--- src/rtl/fetch_queue_unit.sv ---
// Fetch front end: owns the PC and queues {instr, pc+4} pairs for decode; head visible 1 cycle after push.
// Backpressure: fetch stalls (pc holds) while the queue is full and decode does not accept.
module fetch_queue_unit #(
  parameter logic [31:0] RESET_PC = 32'd100,
  parameter int          DEPTH    = 4,
  parameter int          AW       = $clog2(DEPTH)
) (
  input  logic          clk,
  input  logic          rst_n,
  output logic [31:0]   imem_addr,
  input  logic [31:0]   imem_rdata,
  input  logic          redirect,
  input  logic [31:0]   redirect_target,
  output logic          out_valid,
  input  logic          out_ready,
  output logic [31:0]   out_instr,
  output logic [31:0]   out_pc4,
  output logic [AW:0]   queue_count,
  output logic [31:0]   fetch_count
);

  typedef struct packed {
    logic [31:0] instr;
    logic [31:0] pc4;
  } fq_entry_t;

  localparam logic [AW:0] FULL = (AW+1)'(DEPTH);

  logic [31:0]   pc;
  logic [31:0]   fetch_cnt;
  logic [AW-1:0] rd_ptr;
  logic [AW-1:0] wr_ptr;
  logic [AW:0]   count;
  fq_entry_t     mem [DEPTH];
  fq_entry_t     head;
  logic          pop;
  logic          push;

  assign imem_addr   = pc;
  assign queue_count = count;
  assign fetch_count = fetch_cnt;
  assign head        = mem[rd_ptr];
  assign out_valid   = (count != '0);

  // A head offered during a redirect is dropped, so it never counts as popped.
  assign pop  = out_valid & out_ready & ~redirect;
  assign push = ~redirect & ((count < FULL) | pop);

  always_comb begin
    out_instr = '0;
    out_pc4   = '0;
    if (out_valid) begin
      out_instr = head.instr;
      out_pc4   = head.pc4;
    end
  end

  always_ff @(posedge clk) begin
    if (!rst_n) begin
      pc        <= RESET_PC;
      rd_ptr    <= '0;
      wr_ptr    <= '0;
      count     <= '0;
      fetch_cnt <= '0;
    end else if (redirect) begin
      pc     <= redirect_target & 32'hFFFF_FFFC;
      rd_ptr <= '0;
      wr_ptr <= '0;
      count  <= '0;
    end else begin
      if (push) begin
        wr_ptr    <= wr_ptr + 1'b1;
        pc        <= pc + 32'd4;
        fetch_cnt <= fetch_cnt + 32'd1;
      end
      if (pop) begin
        rd_ptr <= rd_ptr + 1'b1;
      end
      case ({push, pop})
        2'b10:   count <= count + 1'b1;
        2'b01:   count <= count - 1'b1;
        default: count <= count;
      endcase
    end
  end

  // Storage is not reset; entries are only visible once count covers them.
  always_ff @(posedge clk) begin
    if (push) begin
      mem[wr_ptr] <= '{instr: imem_rdata, pc4: pc + 32'd4};
    end
  end

endmodule

--- config.mk ---
export PLATFORM = sky130hd
export DESIGN_NAME = fetch_queue_unit
export DESIGN_NICKNAME = d
export VERILOG_FILES = /design/src/rtl/fetch_queue_unit.sv
export SDC_FILE = /design/constraint.sdc
export NUM_CORES = 1
export LEC_CHECK = 0
export ABC_AREA = 1
export BUFFER_PORTS_ARGS = -buffer_cell sky130_fd_sc_hd__buf_2
export CAP_MARGIN = 5
export CORE_MARGIN = 2
export CORE_UTILIZATION = 52
export CTS_BUF_LIST = sky130_fd_sc_hd__clkbuf_8
export CTS_CLUSTER_DIAMETER = 200
export DETAILED_ROUTE_END_ITERATION = 10
export HOLD_SLACK_MARGIN = 0.08
export PLACE_DENSITY_LB_ADDON = 0.3
export SYNTH_ARGS = -nofsm -noshare
export SYNTH_HDL_FRONTEND = slang
export SYNTH_SLANG_ARGS = --single-unit
--- constraint.sdc ---
create_clock -name clk -period 7.67 [get_ports clk]
set_input_delay 0.3835 -clock clk [delete_from_list [all_inputs] [get_ports clk]]
set_output_delay 0.3835 -clock clk [all_outputs]
set_load 0.01 [all_outputs]
==> results.sh <==
export IMPL_synth_top_cell_by_area="edfxtp_1"
export IMPL_synthTopCellsByCount="nor2_1 (354), edfxtp_1 (248), nand2_1 (197)"
export IMPL_setup_slack_ns=4.19
export IMPL_synthCells=1425
export IMPL_synthXorXnorAreaFrac_pct=1.16
export IMPL_cts_tree="built"
export IMPL_drt_iter0_drc=953
export IMPL_grtUsageTotal_pct=23.3
export IMPL_final_nets=1727
export IMPL_synth_flop_cell="edfxtp_1"
export IMPL_synth_edff_count=248
export IMPL_path_max_fanout=102
export IMPL_status="completed"
export IMPL_synthTopCellsByArea="edfxtp_1 (53%), dfxtp_1 (10%), nor2_1 (9.5%), o21ai_0 (5.4%), nand2_1 (5.3%)"
export IMPL_synthMuxAreaShare_pct=0
export IMPL_avgViaCountPerCell=5.32
export IMPL_cts_repair_resized=0
export IMPL_worstHoldStart="redirect_target[6]"
export IMPL_final_cell_area_um2=16400
export IMPL_crit_required_ns=7.29
export IMPL_grt_overflow=0
export IMPL_cts_made_buffers=50
export IMPL_synth_warnings=0
export IMPL_placed_area_um2=15100
export IMPL_post_cts_buffers=0
export IMPL_tns_ns=0
export IMPL_antenna_found_initial=0
export IMPL_core_area_um2=26200
export IMPL_syn_area_um2=13900
export IMPL_end_kind="primary output"
export IMPL_insertion_delay_ns=0.59
export IMPL_nFillCells=2130
export IMPL_yosys_area_share_simple_pct=18.9
export IMPL_gp_routability_congestion=0.853
export IMPL_drive_above_1_share_pct=18.6
export IMPL_cts_max_level=2
export IMPL_hpwl_um=19500
export IMPL_min_to="imem_addr[6]"
export IMPL_synth_compound_area_share_pct=10.9
export IMPL_wl_per_cell_um=16.5
export IMPL_cts_buffer_depth=3
export IMPL_worstReg2RegEnd="mem[0][4]"
export IMPL_num_vias=10800
export IMPL_worst_slew_pin_slew_ns=1.04
export IMPL_initial_core_util_pct=53.2
export IMPL_grt_pass1_vias=10300
export IMPL_reg2reg_depth=5
export IMPL_power_mw=3.57
export IMPL_finalNonFillerCells=2026
export IMPL_clock_sinks=319
export IMPL_syn_to_final_growth_pct=18.0
export IMPL_dieArea_um2=28100
export IMPL_finalMaxSlewViolations=0
export IMPL_diodes=0
export IMPL_rsz0062_at_grt="false"
export IMPL_async_flop_share_pct=0
export IMPL_setup_violations=0
export IMPL_fmax_ghz=0.287
export IMPL_port_buffers=193
export IMPL_peakVddDrop_uv=112
export IMPL_drv_cap=0
export IMPL_dp_cells=1898
export IMPL_cp_start_kind="flip-flop"
export IMPL_hold_path_class="in2reg"
export IMPL_synth_cell_types=39
export IMPL_wl_um=33300
export IMPL_ys_seq_elements=319
export IMPL_p_leak_nw=6.44
export IMPL_num_rows=59
export IMPL_die_w_um=168
export IMPL_hold_viol=0
export IMPL_synth_top_area_share_pct=53.4
export IMPL_die_y_um=168
export IMPL_synthAdderAreaFrac_pct=0.772
export IMPL_r2r_start="queue_count[2]"
export IMPL_min_path_cells=3
export IMPL_period_minus_slack_ns=3.48
export IMPL_synth_avg_cell_area_um2=9.78
export IMPL_fin_crit_sh_pct=45.4
export IMPL_crit_type="reg2out"
export IMPL_path_clk_slew_ns=0.06
export IMPL_synth_seq_area_share_pct=63.6
export IMPL_cts_root_buf="clkbuf_8"
export IMPL_slew_headroom_pct=30.8
export IMPL_dp_slack_ns=4.11
export IMPL_grt_pass1_wl_um=52100
export IMPL_worstPathArrival_ns=3.10
export IMPL_finClkSkew_ns=0.0390
export IMPL_synthMostInstantiatedCell="nor2_1"
export IMPL_io_pins=200
export IMPL_final_util_pct=62.7
export IMPL_route_detailed_drc=0
export IMPL_synth_top_family_by_area="simple AND/OR/NAND/NOR gates"
export IMPL_regToRegSetupSlack_ns=4.47
export IMPL_p_per_area_nw_per_um2=217
export IMPL_drtPass1Iterations=7
export IMPL_ant_nets=0
export IMPL_grt_max_degree=103
export IMPL_holdWs_ns=0.109
[worst max-delay path by stage]
| stage | start | endpoint |
|---|---|---|
| 2_1_floorplan | redirect | mem[0][10] |
| 3_3_place_gp | redirect | mem[0][61] |
| 3_5_place_dp | redirect | mem[0][61] |
| 6_report | flip-flop | out_pc4[11] |
| 4_1_cts | flip-flop | out_pc4[11] |
| 5_1_grt | flip-flop | out_pc4[11] |
[repair_timing]
action / 4_1_cts / 5_1_grt
hold endpoints to repair: 132 / 0
setup endpoints to repair: 0 / 0
hold buffers: 36 / 0
[sequential cells by signal, indices dropped and copies added (netlist names), named ones only]
signal	flops
fetch_count	32
imem_addr	30
mem	248
queue_count	3
rd_ptr	2
wr_ptr	2
[power breakdown]
| part | internal [mW] | switching (mW) | leakage [nW] |
|---|---|---|---|
| logic | 0.0936 | 0.180 | 3.04 |
| registers | 1.92 | 0.0310 | 2.88 |
| clock network | 0.681 | 0.658 | 0.524 |
[critical path, cell delays in order (launching register included)]
cell and delay (ns):
dfxtp_4 0.53, inv_2 0.35, buf_4 0.79, o21ai_0 0.26, a21oi_1 0.34, buf_2 0.20
[cells in the final DEF (no fill, tap or decap), types with 2 or more instances in the layout]
cell	netlist	final
a21oi_1	109	109
o21ai_0	151	151
clkinv_2	0	12
dfxtp_1	71	69
nand2_2	3	3
o22ai_1	2	2
o21bai_1	2	2
nand3_2	2	2
clkinvlp_4	0	2
inv_1	82	91
buf_4	7	10
nand3b_1	4	4
xnor2_1	7	7
clkbuf_8	0	53
conb_1	1	4
xor2_2	4	4
nor2_2	7	7
clkinv_1	0	13
nand2_4	3	3
ha_1	7	7
inv_2	6	6
nor3_1	4	4
nor2_1	354	350
nand4_1	7	7
a31oi_1	2	2
nor2_4	6	10
and2_1	6	6
nand2_1	197	197
dlygate4sd3_1	0	36
nand3_1	39	39
edfxtp_1	248	248
o211ai_1	2	2
xor2_1	4	4
buf_2	18	193
a22oi_1	19	19
[logic make-up after synthesis]
| family | Yosys count |
|---|---|
| simple gates | 637 |
| flops | 319 |
| compound gates | 289 |
| buf+inv | 156 |
| other cells | 1 |
| fa+ha+maj | 8 |
| xor+xnor | 15 |
[area by class of cell]
class,count,area (um^2),area share [%]
multi-input cells,953,4470,27.2
inverters,88,330,2.01
clock inverters,39,215,1.31
clock buffers,53,729,4.44
well taps,335,419,2.55
repair buffers,239,1400,8.52
flip-flops and latches,319,8870,54.0
[per-layer routing]
metal | vias up | part of all wire, % | global-route usage [%]
met3 | 64 | 6.9 | 4.54
met2 | 379 | 47 | 38.3
met4 | 0 | 2.3 | 7.64
li1 | 5269 | - | -
met5 | - | 0 | 0
met1 | 5059 | 44 | 31.4
No activity file was read; power rests on OpenSTA's default activity.
